==> config.mk <==
export PLATFORM = sky130hd
export DESIGN_NAME = echo_core_arbiter
export DESIGN_NICKNAME = d
export VERILOG_FILES = /design/src/rtl/echo_core_arbiter.sv
export SDC_FILE = /design/constraint.sdc
export NUM_CORES = 1
export LEC_CHECK = 0
export BUFFER_PORTS_ARGS = -buffer_cell sky130_fd_sc_hd__buf_2
export CAP_MARGIN = 20
export CORE_AREA = 2 2 60 62
export DETAILED_ROUTE_END_ITERATION = 6
export DIE_AREA = 0 0 62 64
export PLACE_DENSITY = 0.78
export SLEW_MARGIN = 5
export SYNTH_ARGS = -nofsm -noshare
export SYNTH_HDL_FRONTEND = slang
export SYNTH_SLANG_ARGS = --single-unit
==> constraint.sdc <==
create_clock -name clk -period 2.18 [get_ports clk]
set_input_delay 0 -clock clk [delete_from_list [all_inputs] [get_ports clk]]
set_output_delay 0 -clock clk [all_outputs]
set_load 0.01 [all_outputs]
==> src/rtl/echo_core_arbiter.sv <==
// Two-requester round-robin arbiter that shares one ECHO hash core.
// Holds a grant until release or idle timeout, then drains the core before re-arbitrating.
module echo_core_arbiter #(
    parameter int unsigned DW      = 16,
    parameter int unsigned TIMEOUT = 1024
) (
    input  logic            clk,
    input  logic            rst,
    input  logic [1:0]      req,
    input  logic [1:0]      rel,
    input  logic [1:0]      m_load,
    input  logic [1:0]      m_fetch,
    input  logic [2*DW-1:0] m_idata,
    output logic [1:0]      gnt,
    output logic            core_load,
    output logic            core_fetch,
    output logic [DW-1:0]   core_idata,
    input  logic            core_busy,
    input  logic            core_ack,
    input  logic [DW-1:0]   core_odata,
    output logic [1:0]      s_ack,
    output logic [DW-1:0]   s_odata,
    output logic            err_timeout
);

    localparam int unsigned   CW      = $clog2(TIMEOUT);
    localparam logic [CW-1:0] CNT_MAX = CW'(TIMEOUT - 1);

    typedef enum logic [1:0] {
        S_IDLE,
        S_GRANT,
        S_DRAIN
    } state_e;

    state_e        state_q, state_d;
    logic [1:0]    gnt_q, gnt_d;
    logic          last_q, last_d;
    logic [CW-1:0] cnt_q, cnt_d;
    logic          err_q, err_d;

    logic owner;
    logic other;
    logic sel;
    logic owner_active;

    // The owner index is derived from the registered one-hot grant.
    assign owner        = gnt_q[1];
    assign other        = ~last_q;
    assign sel          = req[other] ? other : last_q;
    assign owner_active = m_load[owner] | m_fetch[owner] | core_busy;

    always_ff @(posedge clk) begin
        if (rst) begin
            state_q <= S_IDLE;
            gnt_q   <= '0;
            last_q  <= 1'b1;
            cnt_q   <= '0;
            err_q   <= 1'b0;
        end else begin
            state_q <= state_d;
            gnt_q   <= gnt_d;
            last_q  <= last_d;
            cnt_q   <= cnt_d;
            err_q   <= err_d;
        end
    end

    always_comb begin
        state_d = state_q;
        gnt_d   = gnt_q;
        last_d  = last_q;
        cnt_d   = cnt_q;
        err_d   = 1'b0;
        case (state_q)
            S_IDLE: begin
                cnt_d = '0;
                if (|req) begin
                    gnt_d   = sel ? 2'b10 : 2'b01;
                    state_d = S_GRANT;
                end
            end
            S_GRANT: begin
                // Release wins over a coincident timeout, so no error pulse then.
                if (rel[owner]) begin
                    gnt_d   = '0;
                    last_d  = owner;
                    state_d = S_DRAIN;
                end else if (owner_active) begin
                    cnt_d = '0;
                end else if (cnt_q == CNT_MAX) begin
                    gnt_d   = '0;
                    last_d  = owner;
                    err_d   = 1'b1;
                    state_d = S_DRAIN;
                end else begin
                    cnt_d = cnt_q + 1'b1;
                end
            end
            S_DRAIN: begin
                cnt_d = '0;
                if (!core_busy) begin
                    state_d = S_IDLE;
                end
            end
            default: begin
                gnt_d   = '0;
                state_d = S_IDLE;
            end
        endcase
    end

    assign gnt         = gnt_q;
    assign err_timeout = err_q;
    assign core_load   = |(m_load & gnt_q);
    assign core_fetch  = |(m_fetch & gnt_q);
    assign core_idata  = ({DW{gnt_q[0]}} & m_idata[DW-1:0])
                       | ({DW{gnt_q[1]}} & m_idata[2*DW-1:DW]);
    assign s_ack       = gnt_q & {2{core_ack}};
    assign s_odata     = core_odata;

endmodule

# Word level (Yosys, flattened, before mapping)
# Cells that the tools add are included.
[classes] n_addsub=1 n_lt_le_gt_ge=2 n_eq_ne=10 muxes=29 bitwise=11 reduce_logical=12
[op_table] cell="16-bit AND" n=2
[op_table] cell="10-bit two-way mux" n=3
[op_table] cell="2-bit two-way mux" n=10
[op_table] cell="10-bit one-hot mux with 2 select lines" n=1
[op_table] cell="16-bit OR" n=1
[op_table] cell="1-bit two-way mux" n=13
[op_table] cell="2-bit one-hot mux with 3 select lines" n=2
[op_table] cell="10-bit by 1-bit adder with 10-bit output (second input constant)" n=1
[op_table] cell="10-bit equality test (second input constant)" n=1
[op_table] cell="3-bit inequality test (second input constant)" n=3
[op_table] cell="4-bit AND reduction" n=2
[op_table] cell="2-bit OR reduction" n=4
[op_table] cell="2-bit AND" n=3
[op_table] cell="2-bit inequality test (second input constant)" n=3
[op_table] cell="3-bit AND reduction" n=2
[op_table] cell="1-bit by 2-bit < comparator with 1-bit output (second input constant)" n=2
[op_table] cell="2-bit nonzero test" n=2
[op_table] cell="4-bit OR reduction" n=1
[op_table] cell="1-bit inverter" n=3
[op_table] cell="2-bit by 1-bit equality test with 1-bit output (second input constant)" n=1
[op_table] cell="2-bit equality test (second input constant)" n=1
[op_table] cell="2-bit logical NOT" n=1
[op_table] cell="2-bit by 1-bit inequality test with 1-bit output (second input constant)" n=1
[op_table] cell="1-bit OR" n=2
[totals] reg_bits=16 in_bits=60 out_inout_bits=39 wordCells=70

# Logic depth before layout (Yosys ltp)
[depth] word_depth=7 mapped_depth=6 depth_no_buf=5

# Worst setup path after synthesis
# Ideal clock, no wire load.
[synth_timing] kind="register -> register" start="register gnt_q[1] (netlist: gnt[1])" end="register gnt_q[0] (netlist: gnt[0])" setup_time_ns=0.128 arrival_time_ns=1.857 required_time_ns=2.052 slack_ns=0.195 path_stages_with_launch=7 path_cell_list="dfxtp_1 -> buf_6 -> or4_1 -> buf_2 -> a2111oi_4 -> nand2b_1 -> o32ai_1"
[synth_between] elab_chain_cells=6
[synth_lines] item="start, declared" line_no="36" source="logic [1:0] gnt_q, gnt_d;"
[synth_lines] item="start signal, assigned" line_no="61" source="gnt_q <= gnt_d;"
[synth_lines] item="1-bit two-way mux (implied by the code) (2 in a row)" line_no="50" source="assign owner_active = m_load[owner] | m_fetch[owner] | core_busy;"
[synth_lines] item="1-bit OR (2 in a row)" line_no="50"
[synth_lines] item="3-bit inequality test (no source line)"
[synth_lines] item="4-bit AND reduction (no source line)"
# Several ways; a longest one is shown, not always the timed one. The select of a mux whose other input is x is not followed.
# A chain may end at the register's enable or synchronous reset.

# Final worst setup path
[layout_timing] start="input core_busy" end="register last_q"
[layout_between] elab_chain_cells=3
[layout_lines] item="start, declared" line_no="18" source="input logic core_busy,"
[layout_lines] item="1-bit OR" line_no="50"
[layout_lines] item="2-bit by 1-bit inequality test with 1-bit output (no source line)"
[layout_lines] item="3-bit AND reduction (no source line)"
[layout_lines] item="end signal, assigned" line_no="62" source="last_q <= last_d;"
[layout_lines] item="end, declared" line_no="37" source="logic last_q, last_d;"
# No other way between the ends.

==> flow_metrics.env <==
export IMPL_synth_compound_area_share_pct=34.5
export IMPL_synth_top_area_share_pct=25.5
export IMPL_core_area_um2=3280
export IMPL_setup_tns_ns=0
export IMPL_grt_max_degree=24
export IMPL_final_cells=252
export IMPL_wire_per_inst_um=14.8
export IMPL_use_met2_pct=33.3
export IMPL_cpPeakStageDelay_ns=0.65
export IMPL_antenna_found_initial=0
export IMPL_dpl_cell_count=247
export IMPL_critPathMaxFanout=8
export IMPL_rsz0062_at_grt="no"
export IMPL_synthMuxAreaShare_pct=1.69
export IMPL_synth_top_family_by_area="compound AO/OA/AOI/OAI gates"
export IMPL_r2r_start="gnt[1]$_SDFFE_PP0P_"
export IMPL_synth_fp_nets=218
export IMPL_fin_crit_ns=2.09
export IMPL_syn_area_um2=1260
export IMPL_clk_pin_slew_ns=0.10
export IMPL_path_class="in -> reg"
export IMPL_irDropWorstVdd_mv=0.426
export IMPL_synth_edf_count=0
export IMPL_ys_flop_type="dfxtp_1"
export IMPL_setup_ws_ns=0.0880
export IMPL_ys_async_sr_fraction_pct=0
export IMPL_yosysUniqueCellTypes=45
export IMPL_r2r_slack_ns=0.13
export IMPL_port_buffers=66
export IMPL_cts_num_sinks=16
export IMPL_synth_area_top_cells="dfxtp_1, a22o_1, buf_4"
export IMPL_h_tree_depth=1
export IMPL_leakagePower_nw=0.705
export IMPL_clock_latency_ns=0.30
export IMPL_maxSlewViolCount=0
export IMPL_fin_util_pct=47.5
export IMPL_start_util_pct=38.3
export IMPL_max_freq_mhz=478
export IMPL_r2r_cells=4
export IMPL_drc=0
export IMPL_fp_dieArea_um2=3970
export IMPL_post_layout_total_power_mw=0.705
export IMPL_area_growth_syn_to_layout_pct=24.0
export IMPL_grt_usage_pct=18.2
export IMPL_drtPass1Iterations=4
export IMPL_grt_pass1_wl_mm=5.49
export IMPL_fin_skew_ns=0.00186
export IMPL_start_kind="input pin"
export IMPL_synth_warnings=0
export IMPL_cts_tree="yes"
export IMPL_critPathArrivalTime_ns=2.28
export IMPL_synth_seq_area_share_pct=25.5
export IMPL_synth_xor_area_share_pct=0
export IMPL_die_w_um=62
export IMPL_drive_gt1_share_pct=39.8
export IMPL_worst_path_max_delay_cell="a2111oi_4"
export IMPL_yosys_area_share_adder_pct=0.995
export IMPL_ys_ff_latch=16
export IMPL_cts_buffer_depth=2
export IMPL_gp_congestion=0.865
export IMPL_status="completed"
export IMPL_wl_mm=3.74
export IMPL_dp_hpwl_mm=2.85
export IMPL_ioPinCount=99
export IMPL_place_ws_ns=0.111
export IMPL_maxCapViolCount=0
export IMPL_use_met1_pct=19.3
export IMPL_startpoint="core_busy"
export IMPL_synthSimpleGateAreaFrac_pct=21.7
export IMPL_cts_buffers=3
export IMPL_avgViaCountPerCell=5.60
export IMPL_relSlewSlack_pct=58.6
export IMPL_grt_util_met3_pct=5.26
export IMPL_crit_path_end="last_q$_SDFFE_PP1P_"
export IMPL_yosysTopAreaCell="dfxtp_1"
export IMPL_syn_inst=157
export IMPL_timing_rr_end="last_q$_SDFFE_PP1P_"
export IMPL_grt_pass1_vias=1265
export IMPL_endpoint_kind="register"
export IMPL_drt_iter0_markers=47
export IMPL_nNetsFinal=269
export IMPL_fin_crit_sh_pct=96.0
export IMPL_setup_violations_final=0
export IMPL_grt_ovfl_total=0
export IMPL_tightest_slew_ns=0.620
export IMPL_cellPowerDensity_nw_per_um2=452
export IMPL_crit_chain="dlygate4sd3_1 -> buf_2 -> or4b_1 -> a2111oi_4 -> o21bai_2 -> mux2i_1"
export IMPL_timing_hold_violations_final=0
export IMPL_grt_busiest_layer="met2"
export IMPL_die_h_um=64
export IMPL_via_count=1410
export IMPL_crit_required_ns=2.37
export IMPL_root_buffer="clkbuf_4"
export IMPL_detail_route_antenna_nets=0
export IMPL_hp_class="in -> out"
export IMPL_row_count=21
export IMPL_synth_avg_cell_area_um2=8.01
export IMPL_antenna_cells=0
==> cell usage in the layout, fill, tap and decap left out, types with 3 or more instances in the layout <==
cell type	netlist	layout
nand4_1	7	7
buf_4	16	6
a21oi_1	8	8
nor2_1	8	8
o22ai_1	4	4
a22o_1	18	18
inv_1	6	6
o21ai_0	6	6
dfxtp_1	16	16
nand3_1	3	3
and2_1	3	3
nand2b_1	3	3
clkbuf_4	0	3
buf_2	1	66
and3_1	3	3
nand2_1	11	11
==> synthesized netlist by cell type, types with 3 or more instances <==
cell type / n
dfxtp_1: 16
o22ai_1: 4
nand3_1: 3
and3_1: 3
o21ai_0: 6
a22o_1: 18
buf_4: 16
nor2_1: 8
a21oi_1: 8
clkbuf_1: 10
and2_1: 3
nand2_1: 11
nand2b_1: 3
inv_1: 6
nand4_1: 7
==> state kept, by name, indices dropped and copies added (netlist names) <==
signal	count
cnt_q	10
state_q	2
gnt	2
err_timeout	1
last_q	1
==> how the worst min path moves through the flow <==
stage                         startpoint          end  cells past startpoint
after floorplan            core_odata[0]   s_odata[0]                      1
after global placement    core_odata[11]  s_odata[11]                      0
after detailed placement  core_odata[11]  s_odata[11]                      0
after CTS                 core_odata[11]  s_odata[11]                      0
after global routing       core_odata[8]   s_odata[8]                      0
final                     core_odata[13]  s_odata[13]                      0
==> per-stage QoR <==
stage | hold WS (ns) | area, um^2
after floorplan | 0.0918 | 1260
after global placement | 0.0000686 | 1520
after detailed placement | 0.0000686 | 1520
after CTS | 0.0000686 | 1560
after global routing | 0.0000300 | 1560
final | 0.00000443 | 1560
==> cells by family (layout without fill, tap and decap cells) <==
family | count (synthesis) | after routing
AOI/OAI and AO/OA | 54 | 54
adders and majority gates | 1 | 1
buffers and inverters | 34 | 83
DFF | 16 | 16
muxes | 2 | 2
and+or+nand+nor | 50 | 50
==> what timing repair did <==
item,in CTS,in global routing
endpoints found under the setup margin,0,2
hold buffers,2,0
resized for setup,0,0
buffers inserted,0,0
hold endpoints to repair,2,0
==> final cells by class <==
cell class	count	area (um^2)
timing repair buffer	74	395
clock buffer	3	22.5
inverter	6	22.5
fill	318	1730
sequential	16	320
multi-input combinational	107	741
tap	46	57.6
==> routing by layer <==
layer	wire length, um	up-vias
met2	1930	66
met4	45	0
met1	1470	654
met5	0	-
li1	-	684
met3	298	6
==> critical path: cells and delay by family <==
| family | cells | cell delay (ns) |
|---|---|---|
| simple gates | 1 | 0.62 |
| mux | 1 | 0.15 |
| compound gates | 2 | 0.82 |
| buf+inv | 2 | 0.70 |
==> power breakdown <==
group / leakage (nW) / switching [mW] / internal (mW) / total (mW)
Sequential: 0.130 / 0.0184 / 0.301 / 0.319
Combinational: 0.562 / 0.110 / 0.111 / 0.221
Clock: 0.0138 / 0.101 / 0.0645 / 0.165
(Power assumes the default switching activity.)
